<file path="src/rtl/acc_8bit_pkg.sv">
// ----------------------------------------------------------------------------
// acc_8bit_pkg
// Shared definitions for the acc_8bit accumulator stage.
//   state_t  : FSM encoding (IDLE=0, ACC=1, DONE=2; 3 is illegal and
//              recovers to IDLE on the next clock).
//   SAT_VAL  : value the running total clamps to on carry-out when
//              saturation is enabled.
// ----------------------------------------------------------------------------
package acc_8bit_pkg;

    typedef enum logic [1:0] {
        IDLE = 2'd0,
        ACC  = 2'd1,
        DONE = 2'd2
    } state_t;

    localparam logic [7:0] SAT_VAL = 8'hFF;

endpackage : acc_8bit_pkg

</file>
<file path="src/rtl/add_8bit.sv">
// ----------------------------------------------------------------------------
// add_8bit
// Unsigned 8-bit combinational adder with carry-out.
// Ports (positional order is part of the interface):
//   sum  : out [7:0]  a + b modulo 256
//   cout : out        carry out of bit 7
//   a    : in  [7:0]  first operand
//   b    : in  [7:0]  second operand
// ----------------------------------------------------------------------------
module add_8bit (
    output logic [7:0] sum,
    output logic       cout,
    input  logic [7:0] a,
    input  logic [7:0] b
);

    logic [8:0] full;

    assign full = {1'b0, a} + {1'b0, b};
    assign sum  = full[7:0];
    assign cout = full[8];

endmodule : add_8bit

</file>
<file path="src/rtl/acc_8bit.sv">
// ----------------------------------------------------------------------------
// acc_8bit
// Reduction stage behind the adder datapath. Accepts NUM_SAMPLES 8-bit
// samples over a valid/ready handshake, sums them through one add_8bit
// instance and presents the total plus a sticky overflow flag on an output
// valid/ready handshake.
//
// Parameters:
//   NUM_SAMPLES : samples per result, 1..255
//   SATURATE    : 1 = clamp total to 8'hFF on carry-out, 0 = wrap mod 256
//   CNT_W       : sample counter width, 2**CNT_W > NUM_SAMPLES
//
// Ports:
//   clk       : in   rising-edge clock
//   rst       : in   asynchronous active-high reset
//   clear     : in   synchronous abort, drops the partial sum
//   in_valid  : in   din valid
//   in_ready  : out  block can accept din (not in DONE)
//   din       : in   [7:0] sample
//   out_valid : out  dout/ovf hold a completed result
//   out_ready : in   downstream consumes the result
//   dout      : out  [7:0] accumulated total
//   ovf       : out  sticky carry-out flag for this accumulation
// ----------------------------------------------------------------------------
module acc_8bit #(
    parameter int unsigned NUM_SAMPLES = 4,
    parameter bit          SATURATE    = 1'b1,
    parameter int unsigned CNT_W       = 8
) (
    input  logic       clk,
    input  logic       rst,
    input  logic       clear,
    input  logic       in_valid,
    output logic       in_ready,
    input  logic [7:0] din,
    output logic       out_valid,
    input  logic       out_ready,
    output logic [7:0] dout,
    output logic       ovf
);

    import acc_8bit_pkg::*;

    localparam logic [CNT_W-1:0] NS_CNT  = CNT_W'(NUM_SAMPLES);
    localparam logic [CNT_W-1:0] CNT_ONE = CNT_W'(1);

    state_t           state;
    state_t           state_next;
    logic [7:0]       acc;
    logic [CNT_W-1:0] count;
    logic [CNT_W-1:0] count_inc;
    logic             accept;
    logic             rel;
    logic             last;
    logic [7:0]       add_a;
    logic [7:0]       sum;
    logic             cout;
    logic [7:0]       total_next;

    // Clamp or wrap the adder result depending on SATURATE.
    function automatic logic [7:0] sat_total(input logic [7:0] s, input logic c);
        if (c && SATURATE) begin
            return SAT_VAL;
        end
        return s;
    endfunction

    assign in_ready  = (state != DONE);
    assign out_valid = (state == DONE);
    assign dout      = acc;

    assign accept    = in_valid && in_ready;
    assign rel       = out_valid && out_ready;

    // count is 0 in IDLE, so the same "is this the last sample" test covers
    // both the first sample (NUM_SAMPLES==1) and later ones.
    assign count_inc = count + CNT_ONE;
    assign last      = (count_inc == NS_CNT);

    // In IDLE the acc register is already zero, but forcing the operand
    // makes the first-sample load independent of acc contents.
    assign add_a = (state == IDLE) ? 8'h00 : acc;

    add_8bit u_add (sum, cout, add_a, din);

    assign total_next = sat_total(sum, cout);

    always_comb begin
        state_next = state;
        if (clear) begin
            state_next = IDLE;
        end else begin
            case (state)
                IDLE, ACC: begin
                    if (accept) begin
                        state_next = last ? DONE : ACC;
                    end
                end
                DONE: begin
                    if (rel) begin
                        state_next = IDLE;
                    end
                end
                default: state_next = IDLE;
            endcase
        end
    end

    always_ff @(posedge clk or posedge rst) begin
        if (rst) begin
            state <= IDLE;
        end else begin
            state <= state_next;
        end
    end

    always_ff @(posedge clk or posedge rst) begin
        if (rst) begin
            acc   <= 8'h00;
            count <= '0;
            ovf   <= 1'b0;
        end else if (clear) begin
            acc   <= 8'h00;
            count <= '0;
            ovf   <= 1'b0;
        end else begin
            case (state)
                IDLE, ACC: begin
                    // ovf is already 0 in IDLE, so OR-ing in cout is safe there.
                    if (accept) begin
                        acc   <= total_next;
                        ovf   <= ovf | cout;
                        count <= count_inc;
                    end
                end
                DONE: begin
                    if (rel) begin
                        acc   <= 8'h00;
                        count <= '0;
                        ovf   <= 1'b0;
                    end
                end
                default: begin
                    acc   <= 8'h00;
                    count <= '0;
                    ovf   <= 1'b0;
                end
            endcase
        end
    end

endmodule : acc_8bit

</file>
<file path="config.mk">
export PLATFORM = sky130hd
export DESIGN_NAME = acc_8bit
export DESIGN_NICKNAME = d
export VERILOG_FILES = /design/src/rtl/acc_8bit_pkg.sv /design/src/rtl/add_8bit.sv /design/src/rtl/acc_8bit.sv
export SDC_FILE = /design/constraint.sdc
export NUM_CORES = 1
export LEC_CHECK = 0
export BUFFER_PORTS_ARGS = -buffer_cell sky130_fd_sc_hd__buf_2
export CELL_PAD_IN_SITES_DETAIL_PLACEMENT = 1
export CELL_PAD_IN_SITES_GLOBAL_PLACEMENT = 2
export CORE_MARGIN = 8
export CORE_UTILIZATION = 31
export CTS_CLUSTER_SIZE = 40
export DETAILED_ROUTE_END_ITERATION = 8
export GPL_ROUTABILITY_DRIVEN = 0
export GPL_TIMING_DRIVEN = 1
export PLACE_DENSITY = 0.74
export REMOVE_ABC_BUFFERS = 1
export SLEW_MARGIN = 20
export SYNTH_ARGS = -nofsm -noshare
export SYNTH_HDL_FRONTEND = slang
export SYNTH_HIERARCHICAL = 1
export SYNTH_SLANG_ARGS = --single-unit
</file>
<file path="constraint.sdc">
create_clock -name clk -period 2.5 [get_ports clk]
set_input_delay 0.25 -clock clk [delete_from_list [all_inputs] [get_ports clk]]
set_output_delay 0.25 -clock clk [all_outputs]
set_load 0.01 [all_outputs]
</file>
==> summary.txt <==
Clocking
  • CTS tree: built
  • CTS root buffer: clkbuf_8
  • CTS Sinks: 19
  • Reg clk slew, reported paths: 0.08 ns
  • CTS HTree Levels: 1
  • Num CTS Buffers: 3
  • Worst-case clock buffer depth: 2
  • Number of hold buffers added after cts: 0
  • Worst skew pair latency: 0.25 ns

Critical path
  • Worst setup path endpoint: dout[1]
  • Worst reg-to-reg setup slack: 0.19 ns
  • Crit path from: state[1]
  • Worst path slowest cell: dfrtp_1
  • CP arrival: 2.42 ns
  • CP Launch Type: flop
  • Crit path buffers/inverters: 1
  • FF-to-FF End: dout[1]
  • Worst r2r path cells: 11
  • CP max stage delay: 0.43 ns
  • Stages on worst setup path: 11
  • Worst Path Required: 2.61 ns
  • CP Max Fanout: 9
  • Critical path type: flop to flop
  • Crit end category: flop
  • Top delay family on crit path: adder cells
  • Worst path cell trace: nor2_2, nor2b_1, ha_1, fa_1, a21oi_2, nor2_1, nor2_2, o21ai_0, buf_4, nor2_1, o21ai_2
  • Worst r2r src: state[1]

Floorplanning
  • Die height: 84.31 µm
  • Site row count: 25
  • Core box area: 4598 µm²
  • Starting Density: 31.46%
  • Die width: 84.31 µm
  • DIE AREA: 7107 µm²
  • Num ports: 24

Route
  • DRC: 0
  • Drt total wl: 3.656 mm
  • Initial DRC Count: 5
  • Routed wire per std cell: 15.23 µm
  • Vias per Instance: 5.308
  • Via count: 1274
  • Antenna-violating nets left: 0
  • TritonRoute pass-1 iters: 2

Synthesis
  • Synth top area cells: dfrtp_1 (33%), ha_1 (8.7%), o21ai_2 (6.1%)
  • Synth top cells by count: dfrtp_1 (19), nor2_1 (15), nor2b_1 (11)
  • Synth Warn #: 6
  • Unique masters post-synth: 48
  • Post-synth EDFFs: 0
  • Post-synth design cell area: 1446 µm²
  • Most frequent cell after synthesis: dfrtp_1
  • Yosys top cell by area: dfrtp_1
  • Yosys reg bits: 19
  • Ys async rst share: 100.0%
  • Post-synth top area share: 32.87%
  • Seq/Total Area, Yosys: 32.87%
  • Cells after Synth: 160
  • Syn avg cell area: 9.040 µm²
  • Ys flop type: dfrtp_1

Placement
  • Placed cell count: 236
  • DP HPWL: 2.916 mm
  • DP Area: 1614 µm²
  • Buffers added on ports: 23

Power
  • Clk pwr share: 29.7%
  • Switching Power: 0.2186 mW
  • Switching share of total power: 30.15%
  • Seq pwr share: 47.2%
  • Comb power frac: 23.1%
  • Peak supply drop: 187.8 µV
  • Power Density: 434.7 nW/µm²
  • Pint: 0.5064 mW
  • Leak Pwr: 0.7907 nW

GRT
  • Vias in the first global route: 1381
  • Antenna violations before repair: 0
  • GRT Resource Usage Total: 10.71%
  • Largest net degree at the start of global routing: 20
  • First-pass GRT wire length: 6.458 mm
  • GR Overflow Total: 0

STA
  • Final hold violation count: 0
  • Tcrit/Tclk final: 92.22%
  • Max Transition Viols Final: 0
  • Worst slew margin: 45.37%
  • Skew final: 0.005381 ns
  • Fin crit period: 2.305 ns
  • Setup_tns: 0 ns
  • RSZ-0062 raised after global routing: false
  • Final setup viols: 0
  • Worst slew pin tran: 0.8195 ns
  • Max Clock Freq: 0.4338 GHz

Flow run
  • Max-cap violation count: 0

Run status
  • Status: completed

Finish
  • Layout Nets: 211
  • Antenna diodes: 0
  • Fin cells: 240
  • Synth-to-Final Area Change: 15.31%
  • Post-route cell area: 1668 µm²
  • Layout cells sized above 1: 30.11%

Hold path
  • Min-delay worst type: input port to async pin
-- metal layers --
metal	global-route usage [%]	share of wire, %	up-vias
met1	11.32	42	630
met4	2.355	0.63	0
met5	0	0	-
met3	1.742	2.0	2
met2	21.10	56	11
li1	-	-	631
-- worst min path at each step --
stage | from | endpoint | slack (ns) | cells after the start
final | rst | dout[4] | 0.13 | 2
after floorplan | rst | count[0] | 0.20 | 1
after CTS | rst | state[0] | 0.16 | 2
after global routing | rst | dout[4] | 0.21 | 2
after detailed placement | rst | dout[2] | 0.44 | 2
after global placement | rst | dout[0] | 0.42 | 2
-- cell usage in the layout (no fill, tap or decap), types with 2 or more instances in the layout --
cell	netlist	layout
nand3_1	5	5
a21oi_1	7	6
nor3_1	4	4
nor2b_1	11	11
a21o_1	2	2
xnor2_1	4	4
nand2_2	10	10
xor2_1	3	3
a211oi_1	2	2
inv_1	5	5
ha_1	10	10
buf_2	0	23
buf_4	1	3
nand2_1	8	8
o21ai_0	2	2
o21ai_2	10	10
o21ai_1	7	7
or3b_1	2	2
o21bai_1	2	2
dfrtp_1	19	19
clkbuf_8	0	3
a311o_1	2	2
a31oi_1	3	3
nor2_2	0	2
nor2_1	15	13
-- state kept, by name, summed over array words and instances, names as in the netlist --
| name | count |
|---|---|
| count | 8 |
| dout | 8 |
| state | 2 |
| ovf | 1 |
-- repair_timing --
action | 4_1_cts | 5_1_grt
setup endpoints to repair | 0 | 9
endpoints found under the hold margin | 0 | 0
setup buffers | 0 | 0
resized for setup | 0 | 3
-- stage by stage --
stage	util, %	setup WS, ns	total power [mW]	hold WS (ns)
floorplan	-	0.07541	0.4563	0.2011
global placement	35.10	0.1649	0.5130	0.4208
detailed placement	35.10	0.07940	0.5188	0.4420
CTS	36.08	0.04413	0.7383	0.1642
global route	36.27	0.01448	0.7676	0.2052
finish	36.27	0.1945	0.7250	0.1273
-- logic make-up (layout without fill, tap and decap cells) --
kind of cell,Yosys count,after routing,synth area share [%]
adder cells (fa/ha/maj),11,11,10.03
buffers and inverters,10,36,4.152
flip-flops,19,19,32.87
AND/OR/NAND/NOR,66,66,24.92
AO/OA/AOI/OAI,46,46,23.10
XOR/XNOR,7,7,4.239
multiplexers,1,1,0.6921
-- final cells by class --
cell class | instances | area, µm²
inverters | 6 | 22.52
well taps | 54 | 67.56
multi-input cells | 131 | 919.6
repair buffers | 26 | 137.6
clock buffers | 4 | 45.04
fillers | 561 | 2930
flip-flops and latches | 19 | 475.5
-- power by group through the flow --
stage	sequential [mW]	clock, mW	combinational, mW
floorplan	0.350	0	0.106
global placement	0.348	0	0.165
detailed placement	0.349	0	0.170
CTS	0.343	0.225	0.171
global route	0.345	0.232	0.191
finish	0.342	0.216	0.168
Power figures use the tool's default switching activity.
